<file path="config.mk">
export PLATFORM = sky130hd
export DESIGN_NAME = abus_slave
export DESIGN_NICKNAME = d
export VERILOG_FILES = /design/src/rtl/abus_slave_pkg.sv /design/src/rtl/abus_addr_decode.sv /design/src/rtl/abus_slave.sv
export SDC_FILE = /design/constraint.sdc
export NUM_CORES = 1
export LEC_CHECK = 0
export CORE_MARGIN = 5
export CORE_UTILIZATION = 42
export DETAILED_ROUTE_END_ITERATION = 8
export MAX_ROUTING_LAYER = met4
export PLACE_DENSITY_LB_ADDON = 0.3
export SETUP_SLACK_MARGIN = 0.02
export SLEW_MARGIN = 20
export SYNTH_ARGS = -nofsm -noshare
export SYNTH_HDL_FRONTEND = slang
export SYNTH_SLANG_ARGS = --single-unit
</file>
<file path="constraint.sdc">
create_clock -name abus_clk -period 4.15 [get_ports abus_clk]
set_input_delay 0.415 -clock abus_clk [delete_from_list [all_inputs] [get_ports abus_clk]]
set_output_delay 0.415 -clock abus_clk [all_outputs]
set_load 0.005 [all_outputs]
</file>
<file path="src/rtl/abus_slave_pkg.sv">
// Shared abus encodings for the slave side: state constants for the target FSM.
// S_TOUT is only reachable when ABUS_SLAVE_TIMEOUT_EN is defined.
package abus_slave_pkg;

    typedef enum logic [1:0] {
        S_IDLE   = 2'd0,
        S_ACCESS = 2'd1,
        S_ACK    = 2'd2,
        S_TOUT   = 2'd3
    } abus_slave_state_e;

endpackage

</file>
<file path="src/rtl/abus_addr_decode.sv">
// Combinational base-address window match for an abus target.
// Only the address bits above the window offset are presented.
module abus_addr_decode
    import abus_slave_pkg::*;
#(
    parameter int                    ADDR_WIDTH = 16,
    parameter int                    SPAN_BITS  = 4,
    parameter logic [ADDR_WIDTH-1:0] BASE_ADDR  = '0
) (
    input  logic                          req,
    input  logic [ADDR_WIDTH-1:SPAN_BITS] addr_hi,
    output logic                          hit
);

    assign hit = req && (addr_hi == BASE_ADDR[ADDR_WIDTH-1:SPAN_BITS]);

endmodule

</file>
<file path="src/rtl/abus_slave.sv">
// abus target endpoint: window decode, one-cycle register strobes, 4-phase ack.
// Optional access timeout is compiled in with ABUS_SLAVE_TIMEOUT_EN.
module abus_slave
    import abus_slave_pkg::*;
#(
    parameter int                    ADDR_WIDTH = 16,
    parameter int                    DATA_WIDTH = 16,
    parameter int                    SPAN_BITS  = 4,
    parameter logic [ADDR_WIDTH-1:0] BASE_ADDR  = '0,
    parameter int                    TIMEOUT    = 15
) (
    input  logic                  abus_clk,
    input  logic                  abus_rstb,
    input  logic                  abus_sreq,
    input  logic                  abus_swrite,
    input  logic                  abus_sread,
    input  logic                  abus_sabort,
    input  logic [ADDR_WIDTH-1:0] abus_saddress,
    input  logic [DATA_WIDTH-1:0] abus_swdata,
    output logic                  abus_sack,
    output logic [DATA_WIDTH-1:0] abus_srdata,
    output logic [SPAN_BITS-1:0]  reg_addr,
    output logic [DATA_WIDTH-1:0] reg_wdata,
    output logic                  reg_we,
    output logic                  reg_re,
`ifdef ABUS_SLAVE_TIMEOUT_EN
    output logic                  reg_timeout,
`endif
    input  logic [DATA_WIDTH-1:0] reg_rdata,
    input  logic                  reg_ready
);

    abus_slave_state_e     state_q, state_d;
    logic                  hit;
    logic                  is_read_q;
    logic                  aborted_q;
    logic [DATA_WIDTH-1:0] rdata_q;

    abus_addr_decode #(
        .ADDR_WIDTH (ADDR_WIDTH),
        .SPAN_BITS  (SPAN_BITS),
        .BASE_ADDR  (BASE_ADDR)
    ) u_decode (
        .req     (abus_sreq),
        .addr_hi (abus_saddress[ADDR_WIDTH-1:SPAN_BITS]),
        .hit     (hit)
    );

`ifdef ABUS_SLAVE_TIMEOUT_EN
    localparam int               CNT_W     = $clog2(TIMEOUT + 1);
    localparam logic [CNT_W-1:0] TOUT_LAST = CNT_W'(TIMEOUT - 1);
    logic [CNT_W-1:0] cnt_q;
`endif

    // NOTE: next state gets its default first so no path through the case leaves it unassigned (no latch).
    always_comb begin
        state_d = state_q;
        case (state_q)
            S_IDLE:   if (hit && (abus_swrite || abus_sread)) state_d = S_ACCESS;
            S_ACCESS: begin
                if (reg_ready || abus_sabort) state_d = S_ACK;
`ifdef ABUS_SLAVE_TIMEOUT_EN
                else if (cnt_q == TOUT_LAST) state_d = S_TOUT;
`endif
            end
            S_ACK:    if (!abus_sreq) state_d = S_IDLE;
`ifdef ABUS_SLAVE_TIMEOUT_EN
            S_TOUT:   state_d = S_ACK;
`endif
            default:  state_d = S_IDLE;
        endcase
    end

    // NOTE: sequential state uses non-blocking assignments so every register samples pre-edge values.
    always_ff @(posedge abus_clk or negedge abus_rstb) begin
        if (!abus_rstb) begin
            state_q   <= S_IDLE;
            reg_we    <= 1'b0;
            reg_re    <= 1'b0;
            reg_addr  <= '0;
            reg_wdata <= '0;
            is_read_q <= 1'b0;
            aborted_q <= 1'b0;
            rdata_q   <= '0;
        end else begin
            state_q <= state_d;
            reg_we  <= 1'b0;
            reg_re  <= 1'b0;
            // Write wins when both phases are requested together.
            if (state_q == S_IDLE && state_d == S_ACCESS) begin
                reg_addr  <= abus_saddress[SPAN_BITS-1:0];
                reg_wdata <= abus_swdata;
                reg_we    <= abus_swrite;
                reg_re    <= !abus_swrite;
                is_read_q <= !abus_swrite;
                aborted_q <= 1'b0;
            end
            if (state_q == S_ACCESS && state_d == S_ACK) begin
                if (reg_ready) rdata_q   <= reg_rdata;
                else           aborted_q <= 1'b1;
            end
`ifdef ABUS_SLAVE_TIMEOUT_EN
            if (state_q == S_TOUT) rdata_q <= '1;
`endif
        end
    end

`ifdef ABUS_SLAVE_TIMEOUT_EN
    always_ff @(posedge abus_clk or negedge abus_rstb) begin
        if (!abus_rstb) begin
            cnt_q       <= '0;
            reg_timeout <= 1'b0;
        end else begin
            cnt_q <= (state_q == S_ACCESS && state_d == S_ACCESS) ? cnt_q + CNT_W'(1) : '0;
            if (state_q == S_TOUT) reg_timeout <= 1'b1;
        end
    end
`endif

    // Bus-facing outputs decode from registered state only; srdata stays wired-OR safe.
    assign abus_sack   = (state_q == S_ACK);
    assign abus_srdata = (abus_sack && is_read_q && !aborted_q) ? rdata_q : '0;

endmodule

</file>
### Word level (Yosys, flattened, before mapping)

Index checks and enable logic that the tools add are counted.

* register bits: 42
* logic and storage cells: 35

* equal/unequal tests: 4
* muxes and demuxes: 10
* reduce and logical (&&, ||, !) cells: 13

Operators with widths (number)
* $mux 16: 1
* $logic_not 12->1: 1
* $logic_and 1x1->1: 6
* $mux 2: 3
* $pmux 2 s3: 1
* $mux 1: 5
* $eq 2x1->1 const B: 2
* $eq 2x2->1 const B: 2
* $logic_not 1->1: 2
* $logic_not 2->1: 1
* $logic_or 1x1->1: 2
* $reduce_and 2->1: 1

### Depth between registers and ports, before layout

Gate-level depths: netlist (run 1).

* word-level depth: 10
* gate-level depth with buffers: 5
* depth with buffers taken out: 4

### Modules after synthesis

Synthesis (run 1) repeated with hierarchy kept, for this count alone.

* cells, all modules: 120
* area total of the unflattened synthesis: 1885.6 um^2

By module, submodules not included
* abus_slave: instances 1, cells each 115, area each 1853.0 um^2, sequential area each 1051.0 um^2
* abus_addr_decode: instances 1, cells each 5, area each 32.5 um^2, sequential area each 0.0 um^2

### Worst setup path before layout (run 1)

OpenSTA, ideal clock, no wires.

* path type: in2reg
* start: input port abus_saddress[7]
* end: register reg_addr[3]
* setup time: 125 ps
* arrival: 1742 ps
* required time: 4025 ps
* setup slack: 2283 ps
* cell stages on the path: 4
* buffers on the path: 1
* cell sequence: or4_4 -> nor3_4 -> buf_6 -> mux2_4

* cells in the longest elaborated chain, start to end: 7

Ends and longest elaborated chain
* start, declared: RTL line abus_slave.sv:18 `input logic [ADDR_WIDTH-1:0] abus_saddress,`
* $logic_not 12->1: RTL line abus_addr_decode.sv:15 `assign hit = req && (addr_hi == BASE_ADDR[ADDR_WIDTH-1:SPAN_BITS]);`
* $logic_and 1x1->1: RTL line abus_addr_decode.sv:15
* $logic_and 1x1->1: RTL line abus_slave.sv:59 `S_IDLE: if (hit && (abus_swrite || abus_sread)) state_d = S_ACCESS;`
* $mux 2: RTL line abus_slave.sv:59
* $pmux 2 s3: RTL line abus_slave.sv:58 `case (state_q)`
* $eq 2x1->1: RTL line abus_slave.sv:90 `if (state_q == S_IDLE && state_d == S_ACCESS) begin`
* $logic_and 1x1->1: RTL line abus_slave.sv:90
* end signal, assigned: RTL line abus_slave.sv:91 `reg_addr <= abus_saddress[SPAN_BITS-1:0];`
* end, declared: RTL line abus_slave.sv:22 `output logic [SPAN_BITS-1:0] reg_addr,`

Every way passes these cells.
A chain may end at the register's enable or synchronous reset.

### Worst setup path in the final report (run 1)

* start: register state_q[1]
* end: output port abus_srdata[3]

* cells in the longest elaborated chain, start to end: 4

Ends and longest elaborated chain
* start, declared: RTL line abus_slave.sv:33 `abus_slave_state_e state_q, state_d;`
* start signal, assigned: RTL line abus_slave.sv:86 `state_q <= state_d;`
* $eq 2x2->1: RTL line abus_slave.sv:121 `assign abus_sack = (state_q == S_ACK);`
* $logic_and 1x1->1 (2 in a row): RTL line abus_slave.sv:122 `assign abus_srdata = (abus_sack && is_read_q && !aborted_q) ? rdata_q : '0;`
* $mux 16: RTL line abus_slave.sv:122
* end, declared: RTL line abus_slave.sv:21 `output logic [DATA_WIDTH-1:0] abus_srdata,`

Every way passes these cells.

==> impl_metrics.yaml, run 1 <==
global_route:
  globalRoute.busiestLayer: "met2"
  antenna_found_initial: 0
  grt_pass1_vias: 1464
  met1_usage_pct: 18.81
  grt_use_met2_pct: 29.11
  met3_usage_pct: 4.539
  globalRouteTotalUtil_pct: 16.68
  overflow: 0
  grt_max_degree: 43
  grt_pass1_wl_um: 6817
pwr:
  power_switching_uw: 142.8
  p_int_uw: 570.0
  sw_frac_of_total_pct: 20.03
  comb_power_share_pct: 9.1
  power_frac_clock_pct: 33.3
  max-vdd-ir-drop_v: 0.0001954
  seqPwrFrac_pct: 57.6
  p_per_area_nw_per_um2: 252.6
  p_leak_nw: 1.318
setup_path:
  crit_path_start: "state_q[1]"
  r2r_setup_slack_ns: 1.93
  r2r_cells: 4
  reg2reg_from: "state_q[1]"
  r2r_end: "reg_wdata[0]"
  crit_arrival_ns: 2.00
  end_kind: "primary output"
  cp.required_ns: 3.73
  critPathMaxFanout: 16
  startpoint_type: "flip-flop"
  worstSetupPathType: "reg -> out"
yosys:
  synth-warning-count: 0
  synth_edf_count: 0
  synth.most_common_cell: "dfrtp_1"
  ys_seq_elements: 42
  synth_cell_types: 22
  yosys_most_used_dff: "dfrtp_1"
  async_reset_ff_share_pct: 100.0
  syn_inst: 121
  syn_nets: 176
  synth.top_cell.area_share_pct: 59.36
  synthTopCellsByCount: "42 x dfrtp_1, 20 x mux2_2, 17 x and2_1"
  syn_area_um2: 1770
  yosys-top-cells-area: "dfrtp_1 59%, mux2_2 13%, mux2_4 8.5%"
  avgSynthCellArea_um2: 14.63
  yosys.area.top_type: "dfrtp_1"
  ys_seq_area_share_pct: 59.36
die:
  initial_core_util_pct: 43.63
  die_h_um: 74.93
  core_um2: 4058
  die_area_um2: 5614
  die_x_um: 74.93
  rows: 23
  io_pins: 94
route:
  avgRoutedWirePerCell_um: 16.00
  initialDrtViolationCount: 32
  ant_nets: 0
  wirelength_um: 4305
  num_vias: 1295
  dr.pass1.iters: 4
  avgViaCountPerCell: 4.814
  drc: 0
cts:
  cts.htree.levels: 2
  cts.repair.resized: 0
  insertion_delay_ns: 0.28
  cts_setup_buffers: 0
  path_clk_slew_ns: 0.07
  clock_path_buffers: 2
  cts_tree: "yes"
  clock_sinks: 42
  ctsHoldBuffers: 0
  cts_inserted_buffers: 5
  cts_root_buf: "clkbuf_8"
timing:
  final_max_slew_viol_count: 0
  relSlewSlack_pct: 40.05
  skew_ns: 0.004469
  holdWs_ns: 0.2590
  fmax_ghz: 0.4140
  min_period_ns: 2.416
  tightest_slew_ns: 0.8993
  hold_violations: 0
  rsz0062_at_grt: "false"
  setup_tns_ns: 0
  final-setup-viol-count: 0
  period_share_pct: 58.21
place:
  place_hpwl_um: 3457
  port_buffers: 93
  globalplace.congestion: 0.8008
finish:
  area_growth_syn_to_layout_pct: 59.36
  drive_gt1_share_pct: 19.18
  antenna_cells: 0
  nets: 274
min_path:
  holdCritPathClass: "in -> async"
flow_run:
  drv_cap: 0
run_status:
  status: "finished, final reports clean"
-- through the flow --
stage	worst slack (ns)	area [µm²]	instances	utilization (%)	power, mW
finish	1.734	2821	269	69.53	0.7128
global route	1.578	2821	269	69.53	0.7410
CTS	1.709	2821	269	69.53	0.7245
detailed placement	1.534	2743	262	67.59	0.4842
global placement	1.613	2743	262	67.59	0.4825
floorplan	2.283	1770	121	-	0.4226
-- routing by layer --
layer / vias up / part of all wire, %
li1: 609 / -
met1: 619 / 38
met2: 63 / 52
met3: 4 / 8.5
met4: 0 / 1.0
met5: - / 0
-- registers in the layout, summed over array words and instances (netlist names) --
signal	flops
is_read_q	1
rdata_q	16
reg_addr	4
aborted_q	1
state_q	2
reg_wdata	16
reg_re	1
reg_we	1
-- critical path, cell delays in order (launching register included) --
cell and delay [ns]:
dfrtp_1 0.41, nor2b_1 0.22, nor3b_1 0.23, buf_4 0.21
and2_1 0.14, clkdlybuf4s50_1 0.51
-- placed cells by master (no fill, tap or decap) --
cell	synthesis	layout
clkdlybuf4s50_1	0	92
dfrtp_1	42	42
mux2_2	20	20
and2_1	17	17
mux2_4	10	10
mux2_1	6	6
clkbuf_8	0	5
nand2_1	3	3
nor4_1	3	3
o21ai_0	2	2
nor2_1	2	2
nor3b_1	2	2
inv_1	2	2
clkinv_2	0	2
buf_4	0	2
nor2b_1	1	1
and2b_1	1	1
or4_4	1	1
nand3_1	1	1
nor3_4	1	1
a2bb2oi_1	1	1
a31oi_1	1	1
o21bai_1	1	1
buf_2	1	1
-- power groups by stage --
stage                     Clock, mW  Combinational, mW  Sequential (mW)
final                         0.237             0.0646            0.411
after global routing          0.260             0.0705            0.411
after CTS                     0.248             0.0659            0.411
after detailed placement          0             0.0655            0.419
after global placement            0             0.0638            0.419
after floorplan                   0            0.00385            0.419
-- area by class of cell --
class | count | area, µm²
Clock inverter | 2 | 10.01
Clock buffer | 5 | 68.82
Timing Repair Buffer | 95 | 940.9
Tap cell | 50 | 62.56
Multi-Input combinational cell | 73 | 680.7
Fill cell | 299 | 1236
Sequential cell | 42 | 1051
Inverter | 2 | 7.507
-- worst max-delay path by stage --
stage                endpoint  slack [ns]  depth (start not counted)
6_report       abus_srdata[3]        1.73                          5
5_1_grt        abus_srdata[2]        1.58                          5
4_1_cts        abus_srdata[3]        1.71                          5
3_5_place_dp     reg_wdata[0]        1.53                          5
3_3_place_gp     reg_wdata[3]        1.61                          5
2_1_floorplan     reg_addr[3]        2.28                          4
-- cells by family (layout without fill, tap and decap cells) --
group | Yosys count | count (layout) | share of synthesized area (%)
DFF | 42 | 42 | 59.36
muxes | 36 | 36 | 25.02
buffers and inverters | 6 | 104 | 2.190
and+or+nand+nor | 32 | 32 | 11.59
AOI/OAI and AO/OA | 5 | 5 | 1.838
No activity file was read; power rests on OpenSTA's default activity.
==> run 2, diff against run 1 <==
- CORE_UTILIZATION: 42 -> 35
- clock period: 4.15 -> 2.05 ns (I/O delays scaled with it)
==> run 2 against run 1 <==
Net effect:
- clock-buffer cell count grew 1
- clock skew increased by 0.0013 ns
- sequential power rose by 100%
- cell count is 13% higher
- first-iteration DRC count rose by 47%
- critical endpoint is now reg_wdata[0]
- largest cell class is now non-clock buffers
==> impl_metrics.yaml, run 2 (synthesis gave the netlist of run 1 again) <==
route:
  initialDrtViolationCount: 47
  dr.pass1.iters: 4
  drc: 0
  wirelength_um: 4708
  avgViaCountPerCell: 4.472
  avgRoutedWirePerCell_um: 15.44
  num_vias: 1364
  ant_nets: 0
timing:
  setup_tns_ns: 0
  period_share_pct: 97.15
  min_period_ns: 1.992
  fmax_ghz: 0.5021
  final-setup-viol-count: 0
  hold_violations: 0
  relSlewSlack_pct: 74.21
  skew_ns: 0.005771
  final_max_slew_viol_count: 0
  rsz0062_at_grt: "false"
  setup_ws_ns: 0.05849
  tightest_slew_ns: 0.3833
die:
  io_pins: 94
  die_area_um2: 6580
  core_um2: 4817
  rows: 25
  die_x_um: 81.12
  die_h_um: 81.12
  initial_core_util_pct: 36.75
setup_path:
  r2r_end: "reg_wdata[0]"
  crit_top_cell: "buf_4"
  critPathMaxFanout: 10
  cp.required_ns: 2.23
  cp_num_buf_inv: 3
  r2r_cells: 6
  r2r_setup_slack_ns: 0.06
  end_kind: "flip-flop"
  reg2reg_from: "state_q[1]"
  path_cells: "buf_4, or4_4, nor3_4, buf_4, buf_12, mux2_2"
  slowest_stage: "or4_4"
  crit_arrival_ns: 2.18
  startpoint_type: "flip-flop"
  worstSetupPathType: "reg -> reg"
  path_delay_family: "simple AND/OR/NAND/NOR gates"
  cp_slowest_stage_delay_ns: 0.55
pwr:
  power_frac_clock_pct: 45.6
  comb_power_share_pct: 7.9
  seqPwrFrac_pct: 46.6
  p_per_area_nw_per_um2: 574.9
  max-vdd-ir-drop_v: 0.0005021
  p_leak_nw: 1.573
  sw_frac_of_total_pct: 18.77
  power_mw: 1.785
  power_switching_uw: 334.9
  p_int_mw: 1.450
cts:
  cts_root_buf: "clkbuf_8"
  path_clk_slew_ns: 0.08
  cts_inserted_buffers: 5
  clock_sinks: 42
  clock_path_buffers: 2
  cts_tree: "yes"
  insertion_delay_ns: 0.30
  cts.htree.levels: 2
place:
  place_hpwl_um: 3220
  globalplace.congestion: 0.7050
  pre_cts_slack_ns: -0.04307
  dpl_cell_area_um2: 2806
  port_buffers: 93
global_route:
  globalRouteTotalUtil_pct: 14.91
  grt_pass1_vias: 1490
  grt_max_degree: 21
  grt_pass1_wl_um: 7196
  antenna_found_initial: 0
  overflow: 0
run_status:
  status: "finished, final reports clean"
finish:
  regArea_um2: 1051
  multi_input_area_um2: 718.2
  drive_gt1_share_pct: 28.15
  final_common_cell: "clkdlybuf4s50_1"
  antenna_cells: 0
  layout_common_cells: "76 x clkdlybuf4s50_1, 42 x dfrtp_1, 20 x mux2_2"
  fin_area_um2: 3104
  nets: 292
  top_regs: "rdata_q: 16 flops, reg_wdata: 16 flops, reg_addr: 4 flops"
  nFillCells: 385
  area_growth_syn_to_layout_pct: 75.34
flow_run:
  drv_cap: 0
min_path:
  holdCritPathClass: "in -> async"
## run 2: changes by cell type in the layout (fill, tap and decap cells not counted), sizes merged
| cell | previous run | this run |
|---|---|---|
| clkbuf | 5 | 10 |
| dlygate4sd2 | 0 | 8 |
| bufinv | 0 | 2 |
| buf | 3 | 19 |
| dlymetal6s2s | 0 | 4 |
| clkdlybuf4s50 | 92 | 76 |
| clkinv | 2 | 0 |
| dlygate4sd3 | 0 | 1 |
| clkdlybuf4s15 | 0 | 1 |
## run 2: metal layers
layer	global-route usage (%)	up-vias	share of wire (%)
li1	-	648	-
met1	18.24	642	44
met2	22.17	66	46
met3	6.208	8	8.1
met4	5.236	0	1.7
met5	-	-	0
## run 2: repair_timing
item                       CTS  global route
gates cloned                 1             1
gates resized for setup     19            16
setup buffers                6             5
hold endpoints to repair    10             0
setup endpoints to repair   16            31
pin swaps                    0             1
hold buffers                 1             0
## run 2: final cells by class
class | count | share of cell area [%]
clock buffers | 6 | 2.660
inverters | 2 | 0.2418
multi-input cells | 73 | 23.14
clock inverters | 2 | 1.935
flip-flops and latches | 42 | 33.86
well taps | 67 | 2.701
repair buffers | 113 | 35.47
## run 2: power by group through the flow
stage	sequential [mW]	combinational, mW	clock (mW)
6_report	0.831	0.140	0.813
5_1_grt	0.831	0.151	0.871
4_1_cts	0.831	0.138	0.835
3_5_place_dp	0.847	0.136	0
3_3_place_gp	0.847	0.134	0
2_1_floorplan	0.848	0.00780	0
## run 2: per-stage QoR
stage	hold WS (ns)	std cells	util [%]
2_1_floorplan	-0.09059	121	-
3_3_place_gp	0.08594	283	58.26
3_5_place_dp	0.09123	283	58.26
4_1_cts	0.3117	299	62.65
5_1_grt	0.3361	305	64.44
6_report	0.3273	305	64.44
## run 2: how the worst max path moves through the flow
stage / start / end / slack [ns] / depth (start not counted)
finish: state_q[1] / reg_wdata[0] / 0.06 / 6
detailed placement: abus_saddress[5] / reg_wdata[1] / -0.04 / 6
global route: state_q[1] / reg_addr[1] / 0.002 / 6
global placement: abus_saddress[7] / reg_wdata[2] / 0.02 / 5
CTS: state_q[0] / abus_srdata[13] / 0.03 / 5
floorplan: state_q[1] / reg_addr[3] / 0.20 / 4
